File: config.mk
export PLATFORM = sky130hd
export DESIGN_NAME = cpu_controller_flat
export DESIGN_NICKNAME = d
export VERILOG_FILES = /design/src/rtl/cpu_pkg.sv /design/src/rtl/cpu_controller_if.sv /design/src/rtl/instr_decoder.sv /design/src/rtl/cpu_controller.sv /design/src/flat_wrapper.sv
export SDC_FILE = /design/constraint.sdc
export NUM_CORES = 1
export LEC_CHECK = 0
export BUFFER_PORTS_ARGS = -buffer_cell sky130_fd_sc_hd__buf_2
export CAP_MARGIN = 20
export CORE_ASPECT_RATIO = 1.5
export CORE_MARGIN = 3
export CORE_UTILIZATION = 30
export DETAILED_ROUTE_END_ITERATION = 6
export GPL_TIMING_DRIVEN = 0
export SYNTH_ARGS = -nofsm -noshare
export SYNTH_HDL_FRONTEND = slang
export SYNTH_SLANG_ARGS = --single-unit
File: constraint.sdc
create_clock -name clk -period 2.3 [get_ports clk]
set_input_delay 0.46 -clock clk [delete_from_list [all_inputs] [get_ports clk]]
set_output_delay 0.46 -clock clk [all_outputs]
set_load 0.05 [all_outputs]
File: src/rtl/cpu_pkg.sv
// Shared types and constants for the CPU controller: FSM states, instruction
// classes, opcode/op encodings, ALU operations and IR field positions.
package cpu_pkg;

    typedef enum logic [2:0] {
        S_WAIT   = 3'd0,
        S_DECODE = 3'd1,
        S_GET_A  = 3'd2,
        S_GET_B  = 3'd3,
        S_EXEC   = 3'd4,
        S_WR_REG = 3'd5,
        S_WR_IMM = 3'd6
    } state_t;

    typedef enum logic [2:0] {
        CLS_MOV_IMM = 3'd0,
        CLS_MOV_REG = 3'd1,
        CLS_ADD     = 3'd2,
        CLS_CMP     = 3'd3,
        CLS_AND     = 3'd4,
        CLS_MVN     = 3'd5,
        CLS_UNDEF   = 3'd6
    } instr_class_t;

    localparam logic [2:0] OPC_MOV = 3'b110;
    localparam logic [2:0] OPC_ALU = 3'b101;

    localparam logic [1:0] OP_MOV_IMM = 2'b10;
    localparam logic [1:0] OP_MOV_REG = 2'b00;
    localparam logic [1:0] OP_ADD     = 2'b00;
    localparam logic [1:0] OP_CMP     = 2'b01;
    localparam logic [1:0] OP_AND     = 2'b10;
    localparam logic [1:0] OP_MVN     = 2'b11;

    localparam logic [1:0] ALU_ADD = 2'b00;
    localparam logic [1:0] ALU_SUB = 2'b01;
    localparam logic [1:0] ALU_AND = 2'b10;
    localparam logic [1:0] ALU_NOT = 2'b11;

    localparam int OPCODE_LSB = 13;
    localparam int OP_LSB     = 11;
    localparam int RN_LSB     = 8;
    localparam int RD_LSB     = 5;
    localparam int SH_LSB     = 3;
    localparam int RM_LSB     = 0;
    localparam int IMM8_LSB   = 0;

    function automatic logic [15:0] sext8(input logic [7:0] v);
        return {{8{v[7]}}, v};
    endfunction

endpackage

File: src/rtl/cpu_controller_if.sv
// Handshake and datapath-control bundle between the system/datapath side
// (master) and the controller (slave).
interface cpu_controller_if;
    logic        s;
    logic        load;
    logic [15:0] instr_in;
    logic        w;
    logic [2:0]  readnum;
    logic [2:0]  writenum;
    logic        write;
    logic        loada;
    logic        loadb;
    logic        loadc;
    logic        loads;
    logic        asel;
    logic        bsel;
    logic        vsel;
    logic [1:0]  shift;
    logic [1:0]  ALUop;
    logic [15:0] datapath_in;

    modport master (
        output s, load, instr_in,
        input  w, readnum, writenum, write, loada, loadb, loadc, loads,
               asel, bsel, vsel, shift, ALUop, datapath_in
    );

    modport slave (
        input  s, load, instr_in,
        output w, readnum, writenum, write, loada, loadb, loadc, loads,
               asel, bsel, vsel, shift, ALUop, datapath_in
    );
endinterface

File: src/rtl/instr_decoder.sv
// Combinational split of the instruction register into its fields, the
// sign-extended 8-bit immediate and the instruction class.
module instr_decoder
    import cpu_pkg::*;
(
    input  logic [15:0]  ir,
    output instr_class_t cls,
    output logic [1:0]   op,
    output logic [2:0]   rn,
    output logic [2:0]   rd,
    output logic [1:0]   sh,
    output logic [2:0]   rm,
    output logic [15:0]  sximm8
);
    logic [2:0] opcode;

    assign opcode = ir[OPCODE_LSB +: 3];
    assign op     = ir[OP_LSB +: 2];
    assign rn     = ir[RN_LSB +: 3];
    assign rd     = ir[RD_LSB +: 3];
    assign sh     = ir[SH_LSB +: 2];
    assign rm     = ir[RM_LSB +: 3];
    assign sximm8 = sext8(ir[IMM8_LSB +: 8]);

    always_comb begin
        cls = CLS_UNDEF;
        if (opcode == OPC_MOV) begin
            if (op == OP_MOV_IMM)      cls = CLS_MOV_IMM;
            else if (op == OP_MOV_REG) cls = CLS_MOV_REG;
        end else if (opcode == OPC_ALU) begin
            case (op)
                OP_ADD:  cls = CLS_ADD;
                OP_CMP:  cls = CLS_CMP;
                OP_AND:  cls = CLS_AND;
                default: cls = CLS_MVN;
            endcase
        end
    end
endmodule

File: src/rtl/cpu_controller.sv
// Instruction register plus the Moore sequencing FSM that drives the datapath
// through fetch/execute/writeback for one instruction per start strobe.
module cpu_controller
    import cpu_pkg::*;
(
    input  logic            clk,
    input  logic            reset,
    cpu_controller_if.slave bus
);
    state_t       state_q, state_d;
    logic [15:0]  ir_q, ir_d;

    instr_class_t cls;
    logic [1:0]   op;
    logic [2:0]   rn;
    logic [2:0]   rd;
    logic [1:0]   sh;
    logic [2:0]   rm;
    logic [15:0]  sximm8;

    instr_decoder u_dec (
        .ir     (ir_q),
        .cls    (cls),
        .op     (op),
        .rn     (rn),
        .rd     (rd),
        .sh     (sh),
        .rm     (rm),
        .sximm8 (sximm8)
    );

    always_ff @(posedge clk or posedge reset) begin
        if (reset) begin
            state_q <= S_WAIT;
            ir_q    <= '0;
        end else begin
            state_q <= state_d;
            ir_q    <= ir_d;
        end
    end

    // IR only moves while idle, so a load coinciding with s is the one executed.
    always_comb begin
        ir_d = ir_q;
        if (bus.load && (state_q == S_WAIT)) ir_d = bus.instr_in;
    end

    always_comb begin
        state_d = state_q;
        case (state_q)
            S_WAIT: begin
                if (bus.s) state_d = S_DECODE;
            end
            S_DECODE: begin
                case (cls)
                    CLS_MOV_IMM:          state_d = S_WR_IMM;
                    CLS_MOV_REG, CLS_MVN: state_d = S_GET_B;
                    CLS_ADD, CLS_CMP,
                    CLS_AND:              state_d = S_GET_A;
                    default:              state_d = S_WAIT;
                endcase
            end
            S_GET_A:  state_d = S_GET_B;
            S_GET_B:  state_d = S_EXEC;
            S_EXEC:   state_d = (cls == CLS_CMP) ? S_WAIT : S_WR_REG;
            S_WR_REG: state_d = S_WAIT;
            S_WR_IMM: state_d = S_WAIT;
            default:  state_d = S_WAIT;
        endcase
    end

    always_comb begin
        bus.w        = 1'b0;
        bus.readnum  = 3'd0;
        bus.writenum = 3'd0;
        bus.write    = 1'b0;
        bus.loada    = 1'b0;
        bus.loadb    = 1'b0;
        bus.loadc    = 1'b0;
        bus.loads    = 1'b0;
        bus.asel     = 1'b0;
        bus.bsel     = 1'b0;
        bus.vsel     = 1'b0;
        bus.shift    = 2'b00;
        bus.ALUop    = ALU_ADD;
        case (state_q)
            S_WAIT: bus.w = 1'b1;
            S_GET_A: begin
                bus.readnum = rn;
                bus.loada   = 1'b1;
            end
            S_GET_B: begin
                bus.readnum = rm;
                bus.loadb   = 1'b1;
            end
            S_EXEC: begin
                // The op field doubles as the ALU code; MOV reg passes B through an add with A zeroed.
                bus.shift = sh;
                bus.ALUop = (cls == CLS_MOV_REG) ? ALU_ADD : op;
                bus.asel  = (cls == CLS_MOV_REG) || (cls == CLS_MVN);
                if (cls == CLS_CMP) bus.loads = 1'b1;
                else                bus.loadc = 1'b1;
            end
            S_WR_REG: begin
                bus.writenum = rd;
                bus.write    = 1'b1;
            end
            S_WR_IMM: begin
                bus.writenum = rn;
                bus.vsel     = 1'b1;
                bus.write    = 1'b1;
            end
            default: ;
        endcase
    end

    assign bus.datapath_in = sximm8;

endmodule

File: src/flat_wrapper.sv
// flat-port wrapper written by rule: the top's interface ports become plain ports
module cpu_controller_flat import cpu_pkg::*;
  (clk, reset, bus_s, bus_load, bus_instr_in, bus_w, bus_readnum, bus_writenum, bus_write, bus_loada, bus_loadb, bus_loadc, bus_loads, bus_asel, bus_bsel, bus_vsel, bus_shift, bus_ALUop, bus_datapath_in);
  cpu_controller_if bus_i ();
  input  logic clk;
  input  logic reset;
  input wire logic [$bits(bus_i.s)-1:0] bus_s;
  input wire logic [$bits(bus_i.load)-1:0] bus_load;
  input wire logic [$bits(bus_i.instr_in)-1:0] bus_instr_in;
  output wire logic [$bits(bus_i.w)-1:0] bus_w;
  output wire logic [$bits(bus_i.readnum)-1:0] bus_readnum;
  output wire logic [$bits(bus_i.writenum)-1:0] bus_writenum;
  output wire logic [$bits(bus_i.write)-1:0] bus_write;
  output wire logic [$bits(bus_i.loada)-1:0] bus_loada;
  output wire logic [$bits(bus_i.loadb)-1:0] bus_loadb;
  output wire logic [$bits(bus_i.loadc)-1:0] bus_loadc;
  output wire logic [$bits(bus_i.loads)-1:0] bus_loads;
  output wire logic [$bits(bus_i.asel)-1:0] bus_asel;
  output wire logic [$bits(bus_i.bsel)-1:0] bus_bsel;
  output wire logic [$bits(bus_i.vsel)-1:0] bus_vsel;
  output wire logic [$bits(bus_i.shift)-1:0] bus_shift;
  output wire logic [$bits(bus_i.ALUop)-1:0] bus_ALUop;
  output wire logic [$bits(bus_i.datapath_in)-1:0] bus_datapath_in;
  assign bus_i.s = bus_s;
  assign bus_i.load = bus_load;
  assign bus_i.instr_in = bus_instr_in;
  assign bus_w = bus_i.w;
  assign bus_readnum = bus_i.readnum;
  assign bus_writenum = bus_i.writenum;
  assign bus_write = bus_i.write;
  assign bus_loada = bus_i.loada;
  assign bus_loadb = bus_i.loadb;
  assign bus_loadc = bus_i.loadc;
  assign bus_loads = bus_i.loads;
  assign bus_asel = bus_i.asel;
  assign bus_bsel = bus_i.bsel;
  assign bus_vsel = bus_i.vsel;
  assign bus_shift = bus_i.shift;
  assign bus_ALUop = bus_i.ALUop;
  assign bus_datapath_in = bus_i.datapath_in;
  cpu_controller u_core (.clk(clk), .reset(reset), .bus(bus_i));
endmodule
### Word level (Yosys, flattened, before mapping)

Cells that the tools add are included.

| storage, ports and cells | value |
|---|---|
| flip-flop bits (word level) | 19 |
| latch bits | 0 |
| memory bits (writable) | 0 |
| memory bits (read-only) | 0 |
| input port bits | 20 |
| output and inout bits | 35 |
| memories | 0 |

| cells by class | value |
|---|---|
| $add $sub $neg | 0 |
| multiply operators | 0 |
| divide/modulo/power cells | 0 |
| $lt $le $gt $ge | 0 |
| eq/ne operators | 16 |
| shift operators | 0 |
| multiplexer cells | 24 |
| bitwise logic cells | 0 |
| reductions and logical operators | 8 |

Operator list:

| operator | number |
|---|---|
| $eq 3x3->1 const B | 7 |
| $mux 3 | 6 |
| $pmux 3 s3 | 2 |
| $pmux 3 s5 | 1 |
| $eq 3x2->1 const B | 4 |
| $pmux 3 s2 | 2 |
| $mux 1 | 10 |
| $eq 3x1->1 const B | 2 |
| $logic_not 3->1 | 2 |
| $mux 2 | 3 |
| $reduce_or 2->1 | 2 |
| $reduce_or 3->1 | 1 |
| $eq 2x1->1 const B | 1 |
| $eq 2x2->1 const B | 1 |
| $logic_not 2->1 | 1 |
| $ne 2x2->1 const B | 1 |
| $logic_and 1x1->1 | 1 |
| $logic_or 1x1->1 | 1 |

### Logic depth before layout (Yosys ltp)

| depth | value |
|---|---|
| depth after elaboration | 8 |
| gate-level depth with buffers | 6 |
| depth with buffers taken out | 4 |

### By module

From an unflattened synthesis, not the netlist that was laid out.

| second synthesis, totals | value |
|---|---|
| cell total of the unflattened synthesis | 122 |
| area total of the unflattened synthesis | 1,307.5 µm² |

Modules (own cells, without submodules):

| module | instances | cells each | area each (µm²) |
|---|---|---|---|
| cpu_controller | 1 | 85 | 1,027.2 |
| instr_decoder | 1 | 37 | 280.3 |

### Least setup slack after synthesis

No wires, ideal clock.

| timing path | value |
|---|---|
| path kind | register to output |
| from | register u_core.state_q[2] |
| to | output bus_readnum[0] |
| arrival time | 2.385 ns |
| required time | 1.840 ns |
| setup slack | -0.545 ns |
| stages on the path, launching flop included | 4 |
| buffers on the path | 1 |
| cell sequence | dfrtp_1 buf_4 nor3_1 a22o_1 |

| between the ends | value |
|---|---|
| cells in the longest elaborated chain, start to end | 2 |

Ends and longest elaborated chain:

| item | line | source |
|---|---|---|
| start, declared | cpu_controller.sv:10 | `state_t state_q, state_d;` |
| start signal, assigned | cpu_controller.sv:37 | `state_q <= state_d;` |
| $eq 3x2->1 | cpu_controller.sv:86 | `case (state_q)` |
| $pmux 3 s2 * | cpu_controller.sv:86 |  |
| end, declared | flat_wrapper.sv:11 | `output wire logic [$bits(bus_i.readnum)-1:0] bus_readnum;` |

Every way passes the cells marked *; elsewhere a longest branch is shown, timed or not.

### Worst setup path after layout

| timing path | value |
|---|---|
| from | register u_core.state_q[0] |
| to | output bus_readnum[0] |

Same word-level chain as after synthesis.

==> metrics.cfg <==
[run_status]
status=finished clean

[placement]
portBuffers=53
gp_congestion=0.7988
hpwl_um=2022

[cts]
cts_tree=built
clk_pin_slew_ns=0.07
htree_levels=1
clock-root-buffer=clkbuf_8
insertion_delay_ns=0.25
cts_buffers=3
cts_sinks=19
clockBufferDepth=2
postCtsHoldBufs=0

[setup_path]
start_kind=register
criticalPathCategory=register to primary output
cp_slowest_stage_delay_ns=0.54
crit_required_ns=1.84
cp_top_family=flip-flops
slowest_stage=dfrtp_1
cp.arrival_ns=1.68
critPathMaxFanout=8
worstSetupEndpointType=primary output
crit_chain=or2b_1 -> nor2_2 -> a22o_1 -> buf_2
crit_buf_inv=1

[route]
ant_nets=0
vias=907
vias_per_cell=4.403
routedWlPerCell_um=12.29
drc=0
drt_iter0_drc=13
dr.pass1.iters=4
routed_wl_um=2531

[grt]
grt-ovfl-total=0
grt_max_degree=20
grt_use_total_pct=11.90
grt_pass1_vias=907
grt_pass1_wl_um=4291
antenna_found_initial=0

[floorplan]
die_w_um=56.22
die_area_mm2=0.004572
die_y_um=81.33
io_pins=55
core_area_mm2=0.003513
start_util_pct=32.30
core.rowCount=26

[yosys]
ys_seq_area_share_pct=41.90
syn_area_per_cell_um2=10.61
synth_warnings=0
synth-seq-cells=19
synth_nets=127
synth_cells=107
netlist_area_mm2=0.001135
synth.distinct_cells=29

[sta]
drv_slew=0
period_share_pct=93.16
worst_slew_pin_slew_ns=0.7445
skew_ns=0.001695
hold_viol_final=0
setup_viol=0
relSlewSlack_pct=50.31
finalSetupTns_ns=0
min_period_ns=2.143
max_freq_mhz=466.7

[job]
maxCapViolations=0

[final_layout]
layout_commonest_cell=buf_2
final_nets=185
area_delta_synth_final_pct=33.96
drive_gt1_share_pct=59.76
antennaDiodeCount=0
layout_common_cells=buf_2 (53), dfrtp_1 (19), buf_4 (18)

[min_path]
hp-class=primary input to asynchronous set/reset pin

## cell type report
cell class / count / area, um^2
Multi-Input combinational cell: 63 / 495.5
Buffer: 20 / 166.4
Sequential cell: 19 / 475.5
Clock buffer: 3 / 41.29
Timing Repair Buffer: 53 / 265.3
Fill cell: 381 / 1993
Tap cell: 42 / 52.55
Clock inverter: 1 / 5.005
Inverter: 5 / 18.77
## what timing repair did
item                                    4_1_cts  5_1_grt
gates resized for setup                       1        1
buffers inserted                              0        0
endpoints found under the setup margin        3        3
## worst paths after layout
check | cells past startpoint | to | slack [ns] | start
worst min register to register | 1 | u_core.ir_q[3] | 0.54 | u_core.ir_q[3]
worst max register to register | 5 | u_core.ir_q[15] | 0.76 | u_core.state_q[1]
worst max-delay path | 4 | bus_readnum[0] | 0.16 | u_core.state_q[0]
max in group asynchronous | 2 | u_core.state_q[2] | 1.51 | reset
min in group clk | 3 | u_core.ir_q[12] | 0.41 | bus_instr_in[12]
worst min-delay path | 2 | u_core.ir_q[6] | 0.32 | reset
## worst register-to-register path: cells and delay by family (launching register included)
kind	cells	cell delay [ns]
AND/OR/NAND/NOR	2	0.38
flip-flops	1	0.46
multiplexers	1	0.30
buffers and inverters	2	0.30
## logic make-up (layout without fill, tap and decap cells)
kind of cell	after synthesis	in the layout	share of synthesized area, %
AOI/OAI and AO/OA	17	17	10.14
buffers and inverters	25	82	16.32
DFF	19	19	41.90
muxes	14	14	15.88
other	1	1	0.3304
and+or+nand+nor	31	31	15.44
## routing by layer
layer | GRT usage, % | wire [um]
met3 | 3.021 | 200
met5 | 0 | 0
met4 | 4.988 | 29
met1 | 13.42 | 1020
met2 | 21.19 | 1280
## cell usage after synthesis
| master | n | area, um^2 |
|---|---|---|
| a21oi_1 | 1 | 5.000 |
| a22o_1 | 3 | 26.28 |
| a22oi_1 | 3 | 22.52 |
| a31oi_1 | 2 | 12.51 |
| and2_1 | 5 | 31.28 |
| and2_4 | 1 | 8.760 |
| and2b_2 | 1 | 8.760 |
| and3b_1 | 1 | 8.760 |
| buf_12 | 1 | 20.02 |
| buf_4 | 18 | 135.1 |
| buf_6 | 1 | 11.26 |
| conb_1 | 1 | 3.750 |
| dfrtp_1 | 19 | 475.5 |
| inv_1 | 5 | 18.77 |
| mux2_2 | 8 | 90.09 |
| mux2_4 | 6 | 90.09 |
| nand2_1 | 5 | 18.77 |
| nand3_1 | 1 | 5.000 |
| nor2_1 | 8 | 30.03 |
| nor2b_1 | 4 | 25.02 |
| nor3_1 | 1 | 5.000 |
| nor3_2 | 1 | 10.01 |
| nor3b_1 | 1 | 7.510 |
| o2111ai_1 | 1 | 8.760 |
| o211ai_1 | 1 | 7.510 |
| o21a_1 | 1 | 7.510 |
| o21ai_0 | 5 | 25.02 |
| or2b_1 | 1 | 7.510 |
| or3b_1 | 1 | 8.760 |
## sequential cells by signal (all words and copies together), names as in the netlist
signal	count
u_core.ir_q	16
u_core.state_q	3
## through the flow
stage	utilization [%]	hold WS, ns	worst slack [ns]	std cells	instance area, um^2
after global routing	43.27	0.3802	-0.01112	206	1520
after CTS	43.20	0.3484	0.07504	206	1518
after global placement	41.74	0.5145	0.3116	202	1466
final	43.27	0.3189	0.1573	206	1520
after detailed placement	41.74	0.5145	0.2348	202	1466
after floorplan	-	0.4111	0.1024	107	1149
Power is not shown: default switching activity piles up to over one toggle a cycle in this logic, so the estimate is an artifact.
